--- config.mk ---
export PLATFORM = sky130hd
export DESIGN_NAME = stream_packet_mux
export DESIGN_NICKNAME = d
export VERILOG_FILES = /design/src/rtl/stream_packet_mux_pkg.sv /design/src/rtl/stream_packet_mux_skid_buffer.sv /design/src/rtl/stream_packet_mux.sv
export SDC_FILE = /design/constraint.sdc
export NUM_CORES = 1
export LEC_CHECK = 0
export ABC_CLOCK_PERIOD_IN_PS = 39700
export CAP_MARGIN = 30
export CORE_AREA = 2 2 522 524
export CTS_CLUSTER_SIZE = 25
export DETAILED_ROUTE_END_ITERATION = 8
export DIE_AREA = 0 0 524 526
export PLACE_DENSITY_LB_ADDON = 0.15
export SLEW_MARGIN = 15
export SYNTH_ARGS = -nofsm -noshare
export SYNTH_HDL_FRONTEND = slang
export SYNTH_HIERARCHICAL = 1
export SYNTH_SLANG_ARGS = --single-unit
--- constraint.sdc ---
create_clock -name clk -period 39.7 [get_ports clk]
set_input_delay 11.91 -clock clk [delete_from_list [all_inputs] [get_ports clk]]
set_output_delay 11.91 -clock clk [all_outputs]
set_load 0.01 [all_outputs]
--- src/rtl/stream_packet_mux_pkg.sv ---
// Shared types and helpers for the packet-granular stream multiplexer.
package stream_packet_mux_pkg;

  typedef enum logic {MUX_SELECT, MUX_RR} mux_mode_t;
  typedef enum logic {IDLE, LOCKED} mux_state_t;

  function automatic int unsigned sel_width(input int unsigned n);
    return (n > 1) ? $clog2(n) : 1;
  endfunction

endpackage

--- src/rtl/stream_packet_mux_skid_buffer.sv ---
// Two-entry skid buffer for ndata beats; registered ready on the input side and
// registered valid/data on the output side.
module ndata_skid_buffer #(
  parameter type         data_t       = logic [31:0],
  parameter int unsigned NUM_ELEMENTS = 8
) (
  input  logic                         clk,
  input  logic                         rst,
  input  data_t [NUM_ELEMENTS-1:0]     in_data,
  input  logic  [NUM_ELEMENTS-1:0]     in_keep,
  input  logic                         in_last,
  input  logic                         in_valid,
  output logic                         in_ready,
  output data_t [NUM_ELEMENTS-1:0]     out_data,
  output logic  [NUM_ELEMENTS-1:0]     out_keep,
  output logic                         out_last,
  output logic                         out_valid,
  input  logic                         out_ready
);

  typedef struct packed {
    data_t [NUM_ELEMENTS-1:0] data;
    logic  [NUM_ELEMENTS-1:0] keep;
    logic                     last;
  } beat_t;

  beat_t      mem_q [2];
  beat_t      in_beat;
  logic       wr_ptr_q, rd_ptr_q;
  logic [1:0] count_q;
  logic       push, pop;

  assign in_beat   = '{data: in_data, keep: in_keep, last: in_last};
  assign in_ready  = (count_q != 2'd2);
  assign out_valid = (count_q != 2'd0);
  assign push      = in_valid && in_ready;
  assign pop       = out_valid && out_ready;

  // Read straight from storage so the head stays stable while stalled.
  assign out_data = mem_q[rd_ptr_q].data;
  assign out_keep = mem_q[rd_ptr_q].keep;
  assign out_last = mem_q[rd_ptr_q].last;

  always_ff @(posedge clk) begin
    if (rst) begin
      wr_ptr_q <= 1'b0;
      rd_ptr_q <= 1'b0;
      count_q  <= 2'd0;
    end else begin
      if (push) begin
        mem_q[wr_ptr_q] <= in_beat;
        wr_ptr_q        <= ~wr_ptr_q;
      end
      if (pop) begin
        rd_ptr_q <= ~rd_ptr_q;
      end
      count_q <= count_q + 2'(push) - 2'(pop);
    end
  end

endmodule

--- src/rtl/stream_packet_mux.sv ---
// Packet-granular N:1 ndata multiplexer; a source is locked from first beat to last,
// chosen by a select token or round-robin, with the output registered via a skid buffer.
module stream_packet_mux
  import stream_packet_mux_pkg::*;
#(
  parameter type         data_t       = logic [31:0],
  parameter int unsigned NUM_ELEMENTS = 8,
  parameter int unsigned NUM_STREAMS  = 4,
  parameter mux_mode_t   MODE         = MUX_SELECT,
  localparam int unsigned SEL_W       = sel_width(NUM_STREAMS)
) (
  input  logic                                      clk,
  input  logic                                      rst,
  input  logic  [SEL_W-1:0]                         select_data,
  input  logic                                      select_valid,
  output logic                                      select_ready,
  input  data_t [NUM_STREAMS-1:0][NUM_ELEMENTS-1:0] in_data,
  input  logic  [NUM_STREAMS-1:0][NUM_ELEMENTS-1:0] in_keep,
  input  logic  [NUM_STREAMS-1:0]                   in_last,
  input  logic  [NUM_STREAMS-1:0]                   in_valid,
  output logic  [NUM_STREAMS-1:0]                   in_ready,
  output data_t [NUM_ELEMENTS-1:0]                  out_data,
  output logic  [NUM_ELEMENTS-1:0]                  out_keep,
  output logic                                      out_last,
  output logic                                      out_valid,
  input  logic                                      out_ready,
  output logic  [SEL_W-1:0]                         grant,
  output logic                                      grant_valid,
  output logic                                      bad_select
);

  mux_state_t state_q;
  logic [SEL_W-1:0] grant_q, rr_ptr_q, rr_pick, rr_idx;
  logic             rr_found, sel_in_range, skid_ready, mux_valid, mux_last, accept;
  data_t [NUM_ELEMENTS-1:0] mux_data;
  logic  [NUM_ELEMENTS-1:0] mux_keep;

  assign grant        = grant_q;
  assign sel_in_range = (32'(select_data) < NUM_STREAMS);

  // First valid input strictly after the pointer, wrapping around.
  always_comb begin
    rr_found = 1'b0;
    rr_pick  = '0;
    rr_idx   = '0;
    for (int unsigned k = 1; k <= NUM_STREAMS; k++) begin
      rr_idx = SEL_W'((32'(rr_ptr_q) + k) % NUM_STREAMS);
      if (!rr_found && in_valid[rr_idx]) begin
        rr_found = 1'b1;
        rr_pick  = rr_idx;
      end
    end
  end

  assign mux_data  = in_data[grant_q];
  assign mux_keep  = in_keep[grant_q];
  assign mux_last  = in_last[grant_q];
  assign mux_valid = (state_q == LOCKED) && in_valid[grant_q];
  assign accept    = mux_valid && skid_ready;

  always_comb begin
    in_ready = '0;
    if (state_q == LOCKED) in_ready[grant_q] = skid_ready;
  end

  // Tokens are consumed with the last beat, or dropped at once when out of range.
  always_comb begin
    select_ready = 1'b0;
    if (MODE == MUX_SELECT) begin
      if (state_q == IDLE) select_ready = select_valid && !sel_in_range;
      else                 select_ready = accept && mux_last;
    end
  end

  always_ff @(posedge clk) begin
    if (rst) begin
      state_q     <= IDLE;
      grant_q     <= '0;
      grant_valid <= 1'b0;
      bad_select  <= 1'b0;
      rr_ptr_q    <= SEL_W'(NUM_STREAMS - 1);
    end else begin
      unique case (state_q)
        IDLE: begin
          if (MODE == MUX_SELECT) begin
            if (select_valid && sel_in_range) begin
              grant_q     <= select_data;
              grant_valid <= 1'b1;
              state_q     <= LOCKED;
            end else if (select_valid) begin
              bad_select <= 1'b1;
            end
          end else if (rr_found) begin
            grant_q     <= rr_pick;
            grant_valid <= 1'b1;
            state_q     <= LOCKED;
          end
        end
        LOCKED: begin
          if (accept && mux_last) begin
            grant_valid <= 1'b0;
            state_q     <= IDLE;
            if (MODE == MUX_RR) rr_ptr_q <= grant_q;
          end
        end
      endcase
    end
  end

  ndata_skid_buffer #(
    .data_t      (data_t),
    .NUM_ELEMENTS(NUM_ELEMENTS)
  ) u_skid (
    .clk      (clk),
    .rst      (rst),
    .in_data  (mux_data),
    .in_keep  (mux_keep),
    .in_last  (mux_last),
    .in_valid (mux_valid),
    .in_ready (skid_ready),
    .out_data (out_data),
    .out_keep (out_keep),
    .out_last (out_last),
    .out_valid(out_valid),
    .out_ready(out_ready)
  );

endmodule

==> impl_metrics.yaml, run 1 <==
routing:
  wl_um: 152000
  detail_route.wl_per_cell_um: 24.5
  dr.pass1.iters: 4
  ant_nets: 0
  drc_errors: 0
  vias: 18500
  drtIter0Drc: 667
  via_per_inst: 2.98
global_route:
  grt_overflow: 0
  antenna_found_initial: 54
  grt_start_max_net_pins: 56
  grt_pass1_vias: 20200
  grt_pass1_wl_um: 193000
  grt_usage_pct: 10.5
setup_path:
  r2r_start: "grant[1]$_SDFFE_PP0P_"
  required_ns: 27.79
  arrival_ns: 13.93
  reg2reg_to: "u_skid/mem_q[0][157]$_DFFE_PP_"
  critPathCaptureType: "output port"
  critical_path_class: "in2out"
  cp_max_fo: 3
  reg2reg_depth: 9
  cp-start-kind: "input port"
  r2r_slack_ns: 34.37
placed_design:
  io_buffer_count: 1343
  gp_congestion: 0.773
  post-place-cells: 6054
  place_hpwl_um: 126000
sta:
  worstMarginPinSlew_ns: 0.876
  clock_skew_ns: 0.0300
  period_share_pct: 65.1
  maxSlewHeadroom_pct: 41.6
  max_freq_ghz: 0.0387
  min_period_ns: 25.84
  setup_violations: 0
  rsz0062_at_grt: "false"
  tns_ns: 0
  final_max_slew_viol_count: 0
  hold_viol: 0
clock_network:
  clockBufferDepth: 3
  ctsHtreeMaxLevel: 3
  root_buffer: "clkbuf_16"
  insertion_delay_ns: 0.67
  cts_resized: 0
  path_clk_slew_ns: 0.04
  cts.sink_count: 539
  cts_buffers: 74
  ctsHoldBuffers: 0
  tritoncts: "built"
  cts_setup_buffers: 0
final_layout:
  area_delta_synth_final_pct: 76.3
  drive_gt1_share_pct: 25.6
  nFillCells: 29300
  fin_util_pct: 17.0
  nNetsFinal: 3632
  instances_no_fill: 6205
synth:
  synth_area_leader_cell: "edfxtp_1"
  synth.avg_cell_area_um2: 21.7
  synth_seq_cells: 539
  ys_types: 26
  synth_seq_area_share_pct: 61.9
  synth_edf_count: 530
  ys_async_sr_fraction_pct: 0
  syn-num-nets: 2270
  yosys_warnings: 6
  synthCells: 1198
  yosysMostFrequentCell: "edfxtp_1"
  ys.flop_type: "edfxtp_1"
  synth.top_cell.area_share_pct: 61.2
  synthTopCellsByCount: "edfxtp_1, mux2_2, mux4_2, buf_6, buf_2"
  synthTopCellsByArea: "edfxtp_1, mux4_2, mux2_2, buf_6, dfxtp_1"
  syn_area_um2: 26000
pwr:
  internal_power_mw: 1.31
  power_frac_clock_pct: 34.5
  seq_power_share_pct: 36.8
  p_switching_mw: 0.515
  p_leak_nw: 13.9
  powerDensity_nw_per_um2: 39.8
  switching_share_pct: 28.2
  comb_power_share_pct: 28.8
  ir_drop_mv: 0.0261
flow_run:
  max_cap_violations: 0
hold_path:
  hold_start: "u_skid/rd_ptr_q$_SDFFE_PP0P_"
  hold_path.class: "reg2reg"
  hold-path-cell-count: 2
floorplanning:
  start_util_pct: 9.63
  die_h_um: 526
  pin_count: 1345
  chipWidth_um: 524
  coreArea_um2: 270000
  rows: 191
  die_area_um2: 276000
status:
  status: "complete, no violations"
## metal layers
layer  global-route usage (%)  wire [um]  vias to the layer above
met3                     3.90      15300                      149
met2                     18.2      74500                      967
met1                     12.1      59400                     9393
li1                         -          -                     7949
met4                     2.73       2980                       26
met5                        0        166                        -
## worst max-delay path: stages
cell and delay, ns:
clkdlybuf4s50_1 0.58, mux4_2 0.59, and3b_4 0.24, clkdlybuf4s50_1 0.61
## state kept, by name, summed over array words and instances (netlist names), named ones only
signal,count
u_skid/rd_ptr_q,1
grant_valid,1
u_skid/mem_q,530
u_skid/wr_ptr_q,1
grant,2
u_skid/count_q,2
state_q,1
## logic make-up after synthesis
group | share of synthesized area [%]
AOI/OAI and AO/OA | 0.0289
xor gates and xnor gates | 0.101
adders and majority gates | 0.0963
buffers and inverters | 2.65
DFF | 61.9
muxes | 34.7
other | 0.0144
and+or+nand+nor | 0.510
## cells in the final DEF, fill, tap and decap left out, drive strengths merged, types with 3 or more instances in the layout
cell,count
clkdlybuf4s50,1343
edfxtp,530
mux4,266
mux2,266
clkbuf,92
buf,33
clkinv,30
diode,19
nor2,10
dfxtp,9
inv,9
nor3,5
nor2b,3
## layout make-up
cell class | count | area [um^2] | area share (%)
Timing Repair Buffer | 1376 | 13700 | 29.9
Sequential cell | 539 | 16100 | 35.2
Clock buffer | 92 | 1930 | 4.21
Clock inverter | 40 | 323 | 0.705
Multi-Input combinational cell | 567 | 9210 | 20.1
Inverter | 2 | 7.51 | 0.0164
Tap cell | 3570 | 4470 | 9.75
Antenna cell | 19 | 47.5 | 0.104
## per-stage QoR
step / area, um^2 / setup slack, ns / power, mW / hold slack (ns)
after global routing: 45800 / 13.86 / 1.91 / 0.559
after CTS: 45800 / 13.82 / 1.88 / 0.519
after global placement: 43500 / 13.80 / 1.22 / 0.497
final: 45800 / 13.86 / 1.82 / 0.516
after detailed placement: 43500 / 13.82 / 1.22 / 0.505
after floorplan: 26000 / 6.98 / 0.907 / 0.481
## power by group through the flow
stage | registers, mW | clock network (mW) | logic [mW]
2_1_floorplan | 0.684 | 0 | 0.223
3_3_place_gp | 0.682 | 0 | 0.543
3_5_place_dp | 0.683 | 0 | 0.542
4_1_cts | 0.671 | 0.666 | 0.546
5_1_grt | 0.672 | 0.683 | 0.559
6_report | 0.670 | 0.628 | 0.524
## worst max path at each step
stage	from	to	slack, ns	cells after the start
after floorplan	in_valid[1]	u_skid/mem_q[1][0]$_DFFE_PP_	6.98	4
after global placement	in_last[3]	select_ready	13.80	4
after detailed placement	in_last[3]	select_ready	13.82	4
after CTS	in_last[3]	select_ready	13.82	4
after global routing	in_last[3]	select_ready	13.86	4
final	in_last[3]	select_ready	13.86	4
Power figures use the tool's default switching activity.
==> run 2, diff against run 1 <==
Settings changed: ABC_CLOCK_PERIOD_IN_PS 39700 to 21700, CORE_AREA 2 2 522 524 to 2 2 527 529, DIE_AREA 0 0 524 526 to 0 0 529 531.
Clock period 39.7 ns to 21.7 ns, I/O delays scaled along.
==> impl_metrics.yaml, run 2 (same netlist as run 1, synthesis figures left out) <==
sta:
  worstMarginPinSlew_ns: 0.905
  final_max_slew_viol_count: 0
  maxSlewHeadroom_pct: 39.7
  rsz0062_at_grt: "false"
  setup_violations: 0
  period_share_pct: 68.8
  max_freq_ghz: 0.0670
  clock_skew_ns: 0.0289
  tns_ns: 0
  setup_ws_ns: 6.78
  hold_viol: 0
  min_period_ns: 14.92
global_route:
  grt_pass1_wl_um: 197000
  grt_start_max_net_pins: 97
  antenna_found_initial: 64
  grt_overflow: 0
  grt_usage_pct: 10.5
  grt_pass1_vias: 20400
status:
  status: "complete, no violations"
clock_network:
  ctsHtreeMaxLevel: 3
  root_buffer: "clkbuf_16"
  insertion_delay_ns: 0.68
  cts_resized: 0
  cts_setup_buffers: 0
  cts_buffers: 76
  cts.sink_count: 539
  clockBufferDepth: 3
  tritoncts: "built"
  ctsHoldBuffers: 0
  path_clk_slew_ns: 0.05
routing:
  via_per_inst: 2.98
  wl_um: 155000
  drtIter0Drc: 846
  met1_length_um: 63000
  route.met3.wl_um: 14500
  dr.pass1.iters: 4
  wl_met2_um: 74500
  ant_nets: 0
  drc_errors: 0
  dr.max_layer_used: "met5"
  vias: 18600
  detail_route.wl_per_cell_um: 24.9
floorplanning:
  chipWidth_um: 529
  pin_count: 1345
  rows: 193
  start_util_pct: 9.44
  die_h_um: 531
  die_area_um2: 281000
  coreArea_um2: 275000
setup_path:
  cp-start-kind: "input port"
  reg2reg_to: "u_skid/mem_q[1][163]$_DFFE_PP_"
  arrival_ns: 8.41
  r2r_start: "grant[1]$_SDFFE_PP0P_"
  slowest_delay_ns: 0.59
  reg2reg_depth: 8
  critPathLaunch: "in_valid[1]"
  cp_slowest_cell: "mux4_2"
  crit_chain: "clkdlybuf4s50_1 -> mux4_2 -> and3b_4 -> clkdlybuf4s50_1"
  critical_path_class: "in2out"
  required_ns: 15.19
  critPathCaptureType: "output port"
  r2r_slack_ns: 16.82
  crit_path_end: "select_ready"
  path_common_cell: "clkdlybuf4s50_1"
  cp_max_fo: 3
final_layout:
  nNetsFinal: 3629
  largest_register_ffs: 530
  final_common_cell: "clkdlybuf4s50_1"
  fin_util_pct: 16.7
  final_cell_mix: "clkdlybuf4s50_1, edfxtp_1, mux4_2, mux2_2, clkbuf_16"
  area_delta_synth_final_pct: 77.2
  drive_gt1_share_pct: 25.9
  top_register: "u_skid/mem_q"
  nFillCells: 30000
pwr:
  ir_drop_mv: 0.0483
  powerDensity_nw_per_um2: 74.2
  p_leak_nw: 13.9
hold_path:
  hold_path.class: "reg2reg"
  hold-path-cell-count: 2
placed_design:
  place_hpwl_um: 128000
  gp_congestion: 0.781
  io_buffer_count: 1343
  post-place-ws_ns: 6.72
flow_run:
  max_cap_violations: 0
[run 2: cell types whose count changed in the layout (fill, tap and decap cells not counted), moves of 3 or more]
cell	delta
clkinv_1	-9
clkinv_2	+3
buf_12	+3
clkinvlp_4	+5
buf_4	-7
bufinv_16	+3
[run 2: worst max-delay path: cells and delay by family]
kind	cells	cell delay (ns)
buf+inv	2	1.04
mux	1	0.59
simple gates	1	0.26
[run 2: worst min-delay path by stage]
stage	start	end	slack, ns
4_1_cts	u_skid/rd_ptr_q$_SDFFE_PP0P_	u_skid/rd_ptr_q$_SDFFE_PP0P_	0.52
5_1_grt	u_skid/rd_ptr_q$_SDFFE_PP0P_	u_skid/rd_ptr_q$_SDFFE_PP0P_	0.56
2_1_floorplan	u_skid/rd_ptr_q$_SDFFE_PP0P_	flop	0.48
3_5_place_dp	u_skid/rd_ptr_q$_SDFFE_PP0P_	u_skid/rd_ptr_q$_SDFFE_PP0P_	0.50
6_report	u_skid/rd_ptr_q$_SDFFE_PP0P_	u_skid/rd_ptr_q$_SDFFE_PP0P_	0.52
3_3_place_gp	u_skid/rd_ptr_q$_SDFFE_PP0P_	flop	0.50
[run 2: stage by stage]
stage | hold slack, ns | cell area [um^2] | power (mW) | cells
finish | 0.518 | 46000 | 3.41 | 6242
global route | 0.559 | 46000 | 3.59 | 6230
CTS | 0.518 | 46000 | 3.53 | 6224
detailed placement | 0.504 | 43500 | 2.25 | 6086
global placement | 0.500 | 43500 | 2.25 | 6086
floorplan | 0.481 | 26000 | 1.65 | 1198
[run 2: layout make-up]
type | count | area (um^2) | area share (%)
flip-flops and latches | 539 | 16100 | 35.0
well taps | 3607 | 4510 | 9.80
inverters | 2 | 7.51 | 0.0163
clock inverters | 43 | 479 | 1.04
multi-input cells | 567 | 9220 | 20.0
repair buffers | 1371 | 13700 | 29.7
diodes | 18 | 45.0 | 0.0978
clock buffers | 95 | 1970 | 4.29
[run 2: report_power, final]
group	leakage, nW	switching, mW	total, mW	internal [mW]
sequential	4.87	0.0224	1.22	1.20
clock	1.17	0.513	1.23	0.715
combinational	7.90	0.432	0.962	0.529
total	13.9	0.968	3.41	2.45
[run 2: routing by layer]
metal | up-vias | track usage (%)
met4 | 26 | 2.66
met1 | 9432 | 12.5
met5 | - | 0
met2 | 1013 | 17.8
li1 | 7947 | -
met3 | 161 | 3.93
==> run 3, diff against run 2 <==
Settings changed: ABC_CLOCK_PERIOD_IN_PS 21700 to 13970, CORE_AREA 2 2 527 529 to 2 2 522 524, DIE_AREA 0 0 529 531 to 0 0 524 526.
Clock period 21.7 ns to 13.97 ns, I/O delays scaled along.
==> impl_metrics.yaml, run 3 (same netlist as run 1, synthesis figures left out) <==
sta:
  min_period_ns: 10.02
  max_freq_ghz: 0.0998
  final_max_slew_viol_count: 0
  maxSlewHeadroom_pct: 27.0
  worstMarginPinSlew_ns: 1.09
  setup_violations: 0
  clock_skew_ns: 0.0282
  period_share_pct: 71.8
  hold_viol: 0
  rsz0062_at_grt: "false"
  setup_ws_ns: 3.95
placed_design:
  post-place-cells: 6044
  postPlaceCellArea_um2: 43500
  gp_congestion: 0.793
  post-place-ws_ns: 3.96
  place_hpwl_um: 124000
  io_buffer_count: 1343
global_route:
  grt_usage_pct: 10.4
  grt_start_max_net_pins: 103
  antenna_found_initial: 49
  grt_overflow: 0
  grt_pass1_wl_um: 192000
  grt_pass1_vias: 20200
final_layout:
  instances_no_fill: 6197
  drive_gt1_share_pct: 25.8
  regArea_um2: 16100
  top_register: "u_skid/mem_q"
  nFillCells: 29300
  final_common_cell: "clkdlybuf4s50_1"
  area_delta_synth_final_pct: 77.1
  fin_util_pct: 17.1
  final_cell_mix: "clkdlybuf4s50_1, edfxtp_1, mux4_2, mux2_2, clkbuf_16"
  multi_input_area_um2: 9220
  largest_register_ffs: 530
  fin_area_um2: 46000
  nNetsFinal: 3622
hold_path:
  hold_path.class: "reg2reg"
routing:
  ant_nets: 0
  vias: 18500
  via_per_inst: 2.98
  dr.pass1.iters: 4
  drc_errors: 0
  drtIter0Drc: 771
  detail_route.wl_per_cell_um: 24.3
  wl_um: 151000
clock_network:
  path_clk_slew_ns: 0.05
  ctsHtreeMaxLevel: 3
  cts_buffers: 74
  root_buffer: "clkbuf_16"
  insertion_delay_ns: 0.67
  tritoncts: "built"
  cts.sink_count: 539
  cts_setup_buffers: 0
  clockBufferDepth: 3
  ctsHoldBuffers: 0
  cts_resized: 0
flow_run:
  max_cap_violations: 0
pwr:
  p_leak_nw: 14.0
  powerDensity_nw_per_um2: 115
  power.total_mw: 5.30
  ir_drop_mv: 0.0760
setup_path:
  cp_max_fo: 3
  arrival_ns: 5.83
  critical_path_class: "in2out"
  critPathCaptureType: "output port"
  required_ns: 9.78
  cp-start-kind: "input port"
floorplanning:
  die_h_um: 526
  coreArea_um2: 270000
  chipWidth_um: 524
  die_area_um2: 276000
  rows: 191
  start_util_pct: 9.63
  pin_count: 1345
status:
  status: "complete, no violations"
==> run 3: worst max-delay path: stages <==
cell and delay (ns):
clkdlybuf4s50_1 0.41, mux4_2 0.52, and3b_4 0.23, clkdlybuf4s50_1 0.48
==> run 3: final timing paths <==
| check | start | endpoint | slack [ns] | cells past startpoint |
|---|---|---|---|---|
| min reg2reg | grant_valid$_SDFFE_PP0P_ | grant_valid$_SDFFE_PP0P_ | 0.51 | 2 |
| min | grant_valid$_SDFFE_PP0P_ | grant_valid$_SDFFE_PP0P_ | 0.51 | 2 |
| max reg2reg | grant[0]$_SDFFE_PP0P_ | u_skid/mem_q[1][154]$_DFFE_PP_ | 9.94 | 4 |
| max | in_last[2] | select_ready | 3.95 | 4 |
==> run 3: final cells by class <==
type                            instances  area share (%)
Tap cell                             3570            9.71
Antenna cell                           19           0.103
Sequential cell                       539            35.0
Inverter                                2          0.0163
Clock inverter                         42            1.09
Timing Repair Buffer                 1366            29.8
Multi-Input combinational cell        567            20.0
Clock buffer                           92            4.24
==> run 3: metal layers <==
layer	vias up	global-route usage (%)	wire length [um]
met5	-	0	139
met4	22	2.90	3580
met3	162	3.41	13500
met2	1015	19.0	77100
met1	9360	11.4	56300
li1	7936	-	-
==> run 3: report_power, final <==
group          switching (mW)  internal, mW
Sequential             0.0329          1.87
Clock                   0.775          1.15
Combinational           0.653         0.825
Total                    1.46          3.84
==> run 3: through the flow <==
step | setup TNS [ns] | hold WS (ns)
floorplan | -838.70 | 0.481
global placement | 0 | 0.490
detailed placement | 0 | 0.492
CTS | 0 | 0.500
global route | 0 | 0.527
finish | 0 | 0.507
